### src/rtl/audio_player_if.sv
// audio_player_if: playback control, sample-memory port and audio outputs of the audio player
interface audio_player_if #(parameter int DATA_W = 14, parameter int ADDR_W = 18, parameter int OUT_W = 4);
  logic start, stop, loop;
  logic [ADDR_W-1:0] start_addr, end_addr;
  logic [3:0] vol;
  logic mem_rd;
  logic [ADDR_W-1:0] mem_addr;
  logic [2*DATA_W-1:0] mem_data;
  logic busy, done;
  logic [OUT_W-1:0] audio_l, audio_r;
  modport master (
    output start, stop, loop, start_addr, end_addr, vol, mem_data,
    input mem_rd, mem_addr, busy, done, audio_l, audio_r
  );
  modport slave (
    input start, stop, loop, start_addr, end_addr, vol, mem_data,
    output mem_rd, mem_addr, busy, done, audio_l, audio_r
  );
endinterface

### src/rtl/audio_player.sv
// audio_player: streams stereo samples from synchronous memory, applies volume and delta-sigma modulates
module audio_player #(
  parameter int DATA_W = 14,
  parameter int ADDR_W = 18,
  parameter int DIVIDER = 567,
  parameter int OUT_W = 4
) (
  input logic clk_25mhz,
  input logic rst,
  audio_player_if.slave bus
);
  localparam int CW = $clog2(DIVIDER);
  localparam int EW = DATA_W - OUT_W;
  localparam logic [DATA_W-1:0] MID = {1'b1, {(DATA_W-1){1'b0}}};
  typedef enum logic {IDLE, PLAY} state_t;
  state_t state, state_nx;
  logic [CW-1:0] cnt;
  logic [ADDR_W-1:0] cur, first_addr, last_addr;
  logic loop_r, rd_pend, rd_last, done_r;
  logic tick, go, rd, halt, capture, fin;
  assign tick = cnt == '0;
  assign go = bus.start && !bus.stop;
  assign rd = state == PLAY && tick;
  assign halt = state == PLAY && bus.stop;
  // a read still in flight is dropped by any start or stop arriving with its data
  assign capture = rd_pend && !bus.start && !bus.stop;
  assign fin = capture && rd_last;
  assign bus.mem_rd = rd;
  assign bus.mem_addr = cur;
  assign bus.busy = state == PLAY;
  assign bus.done = done_r;
  function automatic logic [DATA_W-1:0] scale(input logic [DATA_W-1:0] x, input logic [3:0] v);
    logic signed [DATA_W+5:0] s, p;
    s = $signed((DATA_W+6)'(x)) - $signed((DATA_W+6)'(MID));
    p = s * $signed((DATA_W+6)'(v) + (DATA_W+6)'(1));
    return DATA_W'(p >>> 4) + MID;
  endfunction
  always_ff @(posedge clk_25mhz) begin
    if (rst) state <= IDLE;
    else state <= state_nx;
  end
  always_comb begin
    state_nx = go ? PLAY : (bus.stop || fin) ? IDLE : state;
  end
  always_ff @(posedge clk_25mhz) begin
    if (rst) begin
      cnt <= '0;
      cur <= '0;
      first_addr <= '0;
      last_addr <= '0;
      loop_r <= 1'b0;
      rd_pend <= 1'b0;
      rd_last <= 1'b0;
      done_r <= 1'b0;
    end else begin
      cnt <= cnt == CW'(DIVIDER - 1) ? '0 : cnt + 1'b1;
      rd_pend <= rd && !bus.start && !bus.stop;
      rd_last <= cur == last_addr && !loop_r;
      done_r <= fin;
      if (go) begin
        cur <= bus.start_addr;
        first_addr <= bus.start_addr;
        last_addr <= bus.end_addr;
        loop_r <= bus.loop;
      end else if (rd && !bus.stop) begin
        cur <= cur != last_addr ? cur + 1'b1 : loop_r ? first_addr : cur;
      end
    end
  end
  for (genvar c = 0; c < 2; c++) begin : g_ch
    logic [DATA_W-1:0] smp;
    logic [EW-1:0] err;
    logic [OUT_W-1:0] aud;
    logic [DATA_W:0] sum;
    assign sum = {1'b0, smp} + {{(OUT_W+1){1'b0}}, err};
    always_ff @(posedge clk_25mhz) begin
      if (rst) begin
        smp <= MID;
        err <= '0;
        aud <= '0;
      end else begin
        smp <= halt ? MID : capture ? scale(bus.mem_data[(1-c)*DATA_W +: DATA_W], bus.vol) : smp;
        aud <= sum[DATA_W] ? '1 : sum[DATA_W-1 -: OUT_W];
        err <= sum[EW-1:0];
      end
    end
  end
  assign bus.audio_l = g_ch[0].aud;
  assign bus.audio_r = g_ch[1].aud;
endmodule

### src/flat_wrapper.sv
// flat-port wrapper written by rule: the top's interface ports become plain ports
module audio_player_flat 
#(
  parameter int DATA_W = 14,
  parameter int ADDR_W = 18,
  parameter int DIVIDER = 567,
  parameter int OUT_W = 4
)
  (clk_25mhz, rst, bus_start, bus_stop, bus_loop, bus_start_addr, bus_end_addr, bus_vol, bus_mem_data, bus_mem_rd, bus_mem_addr, bus_busy, bus_done, bus_audio_l, bus_audio_r);
  audio_player_if #(.DATA_W(DATA_W), .ADDR_W(ADDR_W), .OUT_W(OUT_W)) bus_i ();
  input logic clk_25mhz;
  input logic rst;
  input wire logic [$bits(bus_i.start)-1:0] bus_start;
  input wire logic [$bits(bus_i.stop)-1:0] bus_stop;
  input wire logic [$bits(bus_i.loop)-1:0] bus_loop;
  input wire logic [$bits(bus_i.start_addr)-1:0] bus_start_addr;
  input wire logic [$bits(bus_i.end_addr)-1:0] bus_end_addr;
  input wire logic [$bits(bus_i.vol)-1:0] bus_vol;
  input wire logic [$bits(bus_i.mem_data)-1:0] bus_mem_data;
  output wire logic [$bits(bus_i.mem_rd)-1:0] bus_mem_rd;
  output wire logic [$bits(bus_i.mem_addr)-1:0] bus_mem_addr;
  output wire logic [$bits(bus_i.busy)-1:0] bus_busy;
  output wire logic [$bits(bus_i.done)-1:0] bus_done;
  output wire logic [$bits(bus_i.audio_l)-1:0] bus_audio_l;
  output wire logic [$bits(bus_i.audio_r)-1:0] bus_audio_r;
  assign bus_i.start = bus_start;
  assign bus_i.stop = bus_stop;
  assign bus_i.loop = bus_loop;
  assign bus_i.start_addr = bus_start_addr;
  assign bus_i.end_addr = bus_end_addr;
  assign bus_i.vol = bus_vol;
  assign bus_i.mem_data = bus_mem_data;
  assign bus_mem_rd = bus_i.mem_rd;
  assign bus_mem_addr = bus_i.mem_addr;
  assign bus_busy = bus_i.busy;
  assign bus_done = bus_i.done;
  assign bus_audio_l = bus_i.audio_l;
  assign bus_audio_r = bus_i.audio_r;
  audio_player #(.DATA_W(DATA_W), .ADDR_W(ADDR_W), .DIVIDER(DIVIDER), .OUT_W(OUT_W)) u_core (.clk_25mhz(clk_25mhz), .rst(rst), .bus(bus_i));
endmodule
### config.mk
export PLATFORM = sky130hd
export DESIGN_NAME = audio_player_flat
export DESIGN_NICKNAME = d
export VERILOG_FILES = /design/src/rtl/audio_player_if.sv /design/src/rtl/audio_player.sv /design/src/flat_wrapper.sv
export SDC_FILE = /design/constraint.sdc
export NUM_CORES = 1
export LEC_CHECK = 0
export ABC_AREA = 0
export CORE_UTILIZATION = 43
export CTS_CLUSTER_DIAMETER = 100
export DETAILED_ROUTE_END_ITERATION = 10
export MAX_ROUTING_LAYER = met4
export PLACE_DENSITY_LB_ADDON = 0.25
export RECOVER_POWER = 100
export SKIP_LAST_GASP = 1
export SLEW_MARGIN = 5
export SYNTH_ARGS = -nofsm -noshare
export SYNTH_HDL_FRONTEND = slang
export SYNTH_SLANG_ARGS = --single-unit
### constraint.sdc
create_clock -name clk_25mhz -period 6.92 [get_ports clk_25mhz]
set_input_delay 1.384 -clock clk_25mhz [delete_from_list [all_inputs] [get_ports clk_25mhz]]
set_output_delay 1.384 -clock clk_25mhz [all_outputs]
set_load 0.005 [all_outputs]
==> results.cfg <==
[setup_path]
worstPathCellList = dlygate4sd3_1, ha_1, xor2_1, and2_0, fa_1, fa_1, inv_1, fa_1, inv_1, ha_1, a2111oi_4, o41ai_1, a221oi_1, a21oi_1, and3_4, or3_1, a32o_1
cp_data_arrival_time_ns = 6.70
slowest_delay_ns = 0.61
reg2reg_from = u_core.g_ch[1].err[1]$_SDFF_PP0_
crit_fanout = 7
crit_slowest_cell = dlygate4sd3_1
cp.buffers_inverters = 3
end_kind = register
critPathLaunch = bus_vol[1]
cp_data_required_time_ns = 7.23
path_delay_family = adder cells
crit_top_cell = fa_1
startpoint_type = primary input
critPathKind = in2reg

[placed_design]
place_congestion = 0.843
dp_hpwl_mm = 17.3
port_buffers = 101

[drt]
vias = 8328
drt-initial-drc-count = 311
drt-pass1-iter-count = 4
drt-total-wl_mm = 22.4
viasPerCell = 5.00
wl_per_cell_um = 13.4
drcViolationCount = 0
antenna_left = 0

[pwr]
power_mw = 2.64
leakage_nw = 5.48
vdd_drop_max_v = 0.000151
p_per_area_mw_per_mm2 = 214

[clock_network]
h-tree-depth = 4
numCtsBuffers = 17
cts_root_buf = clkbuf_16
cts_tree = built
cts_resized = 0
clock_latency_ns = 0.41
clock_path_buffers = 2
cts_hold_buf = 0
cts_setup_buffers = 0
numClockSinks = 125
clk_pin_slew_worst_paths_ns = 0.06

[synth]
avgSynthCellArea_um2 = 8.32
synth_edf_count = 0
ys_types = 62
synth.cell_area_mm2 = 0.0105
syn_inst = 1257
ys_seq_area_frac = 0.239
ys_ff_latch = 125
synth_fp_nets = 1495
synth_ff_type = dfxtp_1
async_reset_ff_frac = 0
ys_warn_count = 0

[floorplanning]
fp.dieH_um = 158
io_pins = 102
initial_utilization = 0.441
core-area_mm2 = 0.0237
die_w_um = 158
rows = 56
dieArea_mm2 = 0.0249

[run_status]
violations = capacitance limit, slew limit
status = finished, violations left

[layout]
antennaDiodeCount = 0
fin_nets = 1571
final_core_util = 0.521
drive_gt1_frac = 0.0401
area_delta_synth_final_pct = 18.0

[min_path]
hp-start = u_core.first_addr[6]$_SDFFE_PP0P_
hold_path_class = reg2reg

[global_routing]
track_usage = 0.192
grt_pass1_wl_mm = 37.3
grt_pass1_vias = 7829
grt_max_degree = 91
gr-total-overflow = 0
antenna_found_initial = 0

[timing]
period_needed_ns = 6.39
setup_tns_ns = 0
hold_violations = 0
rsz0062_at_grt = false
finalCritPeriodShare = 0.924
clock_skew_ns = 0.00854
worst_slew_pin_slew_ns = 4.05
setup_viol = 0
drv_slew = 91
maxSlewHeadroom = -1.70
fmaxAchievable_mhz = 156

[job]
maxCapViolations = 1
placed cells by master, fill, tap and decap left out, types with 5 or more instances in the layout:
| master | n |
|---|---|
| nand3_1 | 24 |
| clkbuf_16 | 17 |
| a311oi_1 | 17 |
| a21oi_1 | 76 |
| a31oi_1 | 9 |
| nor4_1 | 13 |
| clkdlybuf4s50_1 | 70 |
| a211oi_1 | 11 |
| and2_0 | 5 |
| buf_4 | 11 |
| nand2_1 | 148 |
| dlygate4sd3_1 | 30 |
| nor2b_1 | 53 |
| nand2b_1 | 18 |
| o21ai_0 | 21 |
| o21a_1 | 10 |
| fa_1 | 82 |
| xnor2_1 | 44 |
| nor3_1 | 17 |
| o211ai_1 | 17 |
| and3_1 | 12 |
| nor2_1 | 73 |
| and2_1 | 61 |
| a21o_1 | 17 |
| dfxtp_1 | 125 |
| ha_1 | 83 |
| xor2_1 | 39 |
| nand4_1 | 7 |
| a22o_1 | 5 |
| o21ai_1 | 6 |
| inv_1 | 153 |
| a221oi_1 | 5 |
metrics by stage:
stage               instances  setup WS (ns)  hold WS [ns]  area (um2)
detailed placement       1633          0.230         0.447       11700
global placement         1633          0.377         0.441       11700
CTS                      1665          0.685         0.455       12400
floorplan                1257          0.954         0.425       10500
global route             1665          0.180         0.471       12300
finish                   1665          0.529         0.452       12300
state kept, by name (all words and copies together), names as in the netlist:
register,count
u_core.bus.audio_l,4
u_core.loop_r,1
u_core.cnt,10
u_core.g_ch.smp,28
u_core.first_addr,18
u_core.bus.audio_r,4
u_core.bus.busy,1
u_core.rd_pend,1
u_core.rd_last,1
u_core.last_addr,18
u_core.bus.done,1
u_core.bus.mem_addr,18
u_core.g_ch.err,20
Yosys cell counts, types with 3 or more instances:
cell / n / share of area
a22o_1: 5 / 0.0042
and3_1: 12 / 0.0072
nand4_1: 7 / 0.0042
nor4_1: 13 / 0.0078
o21a_1: 10 / 0.0072
o21ai_0: 17 / 0.0081
inv_1: 153 / 0.055
clkbuf_1: 40 / 0.014
a31oi_1: 9 / 0.0054
a221oi_1: 4 / 0.0034
fa_1: 82 / 0.16
dfxtp_1: 125 / 0.24
and4_1: 3 / 0.0025
o21ai_1: 10 / 0.0048
o31ai_1: 3 / 0.0022
o21bai_1: 3 / 0.0022
nand3_1: 24 / 0.011
nand2_1: 148 / 0.053
nor2_1: 73 / 0.026
o211ai_1: 17 / 0.012
buf_2: 10 / 0.0048
or2_2: 3 / 0.0018
a311oi_1: 17 / 0.014
ha_1: 83 / 0.099
nand2b_1: 19 / 0.011
a21oi_1: 75 / 0.036
a211oi_1: 11 / 0.0079
and2_1: 65 / 0.039
buf_1: 7 / 0.0025
nor3_1: 17 / 0.0081
a21o_1: 17 / 0.012
xor2_1: 40 / 0.034
nor2b_1: 54 / 0.032
xnor2_1: 44 / 0.037
or3_1: 3 / 0.0018
tightest hold or removal path, cell delays in order (launching register included):
cell and delay, ns:
dfxtp_1 0.30, nand2_1 0.05, a21oi_1 0.05
path summary, 6_finish.rpt:
kind                                                             to  slack [ns]  cells past startpoint
worst max-delay path            u_core.g_ch[1].smp[12]$_SDFFE_PP0P_        0.53                     17
worst min-delay path              u_core.first_addr[6]$_SDFFE_PP0P_        0.45                      2
worst max register to register     u_core.bus.audio_r[3]$_SDFF_PP0_        4.13                      8
worst min register to register    u_core.first_addr[6]$_SDFFE_PP0P_        0.45                      2
logic make-up after synthesis:
logic type | after synthesis | synth area share
xor gates and xnor gates | 84 | 0.0704
muxes | 1 | 0.00108
DFF | 125 | 0.239
and+or+nand+nor | 455 | 0.218
adders and majority gates | 165 | 0.256
AOI/OAI and AO/OA | 217 | 0.138
buffers and inverters | 210 | 0.0766
area by class of cell:
| class | instances | area [um2] |
|---|---|---|
| fillers | 2338 | 11300 |
| multi-input cells | 922 | 7160 |
| flip-flops and latches | 125 | 2500 |
| repair buffers | 114 | 1100 |
| inverters | 153 | 574 |
| clock buffers | 20 | 447 |
| well taps | 319 | 399 |
| clock inverters | 12 | 163 |
per-layer routing:
layer | track usage | wire length (um) | vias to the layer above
met4 | 0.0522 | 281 | 0
li1 | - | - | 4293
met3 | 0.0263 | 887 | 21
met5 | - | 0 | -
met1 | 0.262 | 11300 | 3853
met2 | 0.297 | 9950 | 161
where the power goes:
group          switching (mW)  internal (mW)  leakage, nW  total, mW
combinational           0.519          0.444         4.17      0.963
sequential             0.0281          0.742         1.02      0.770
clock                   0.332          0.579        0.291      0.912
Power figures use the tool's default switching activity.
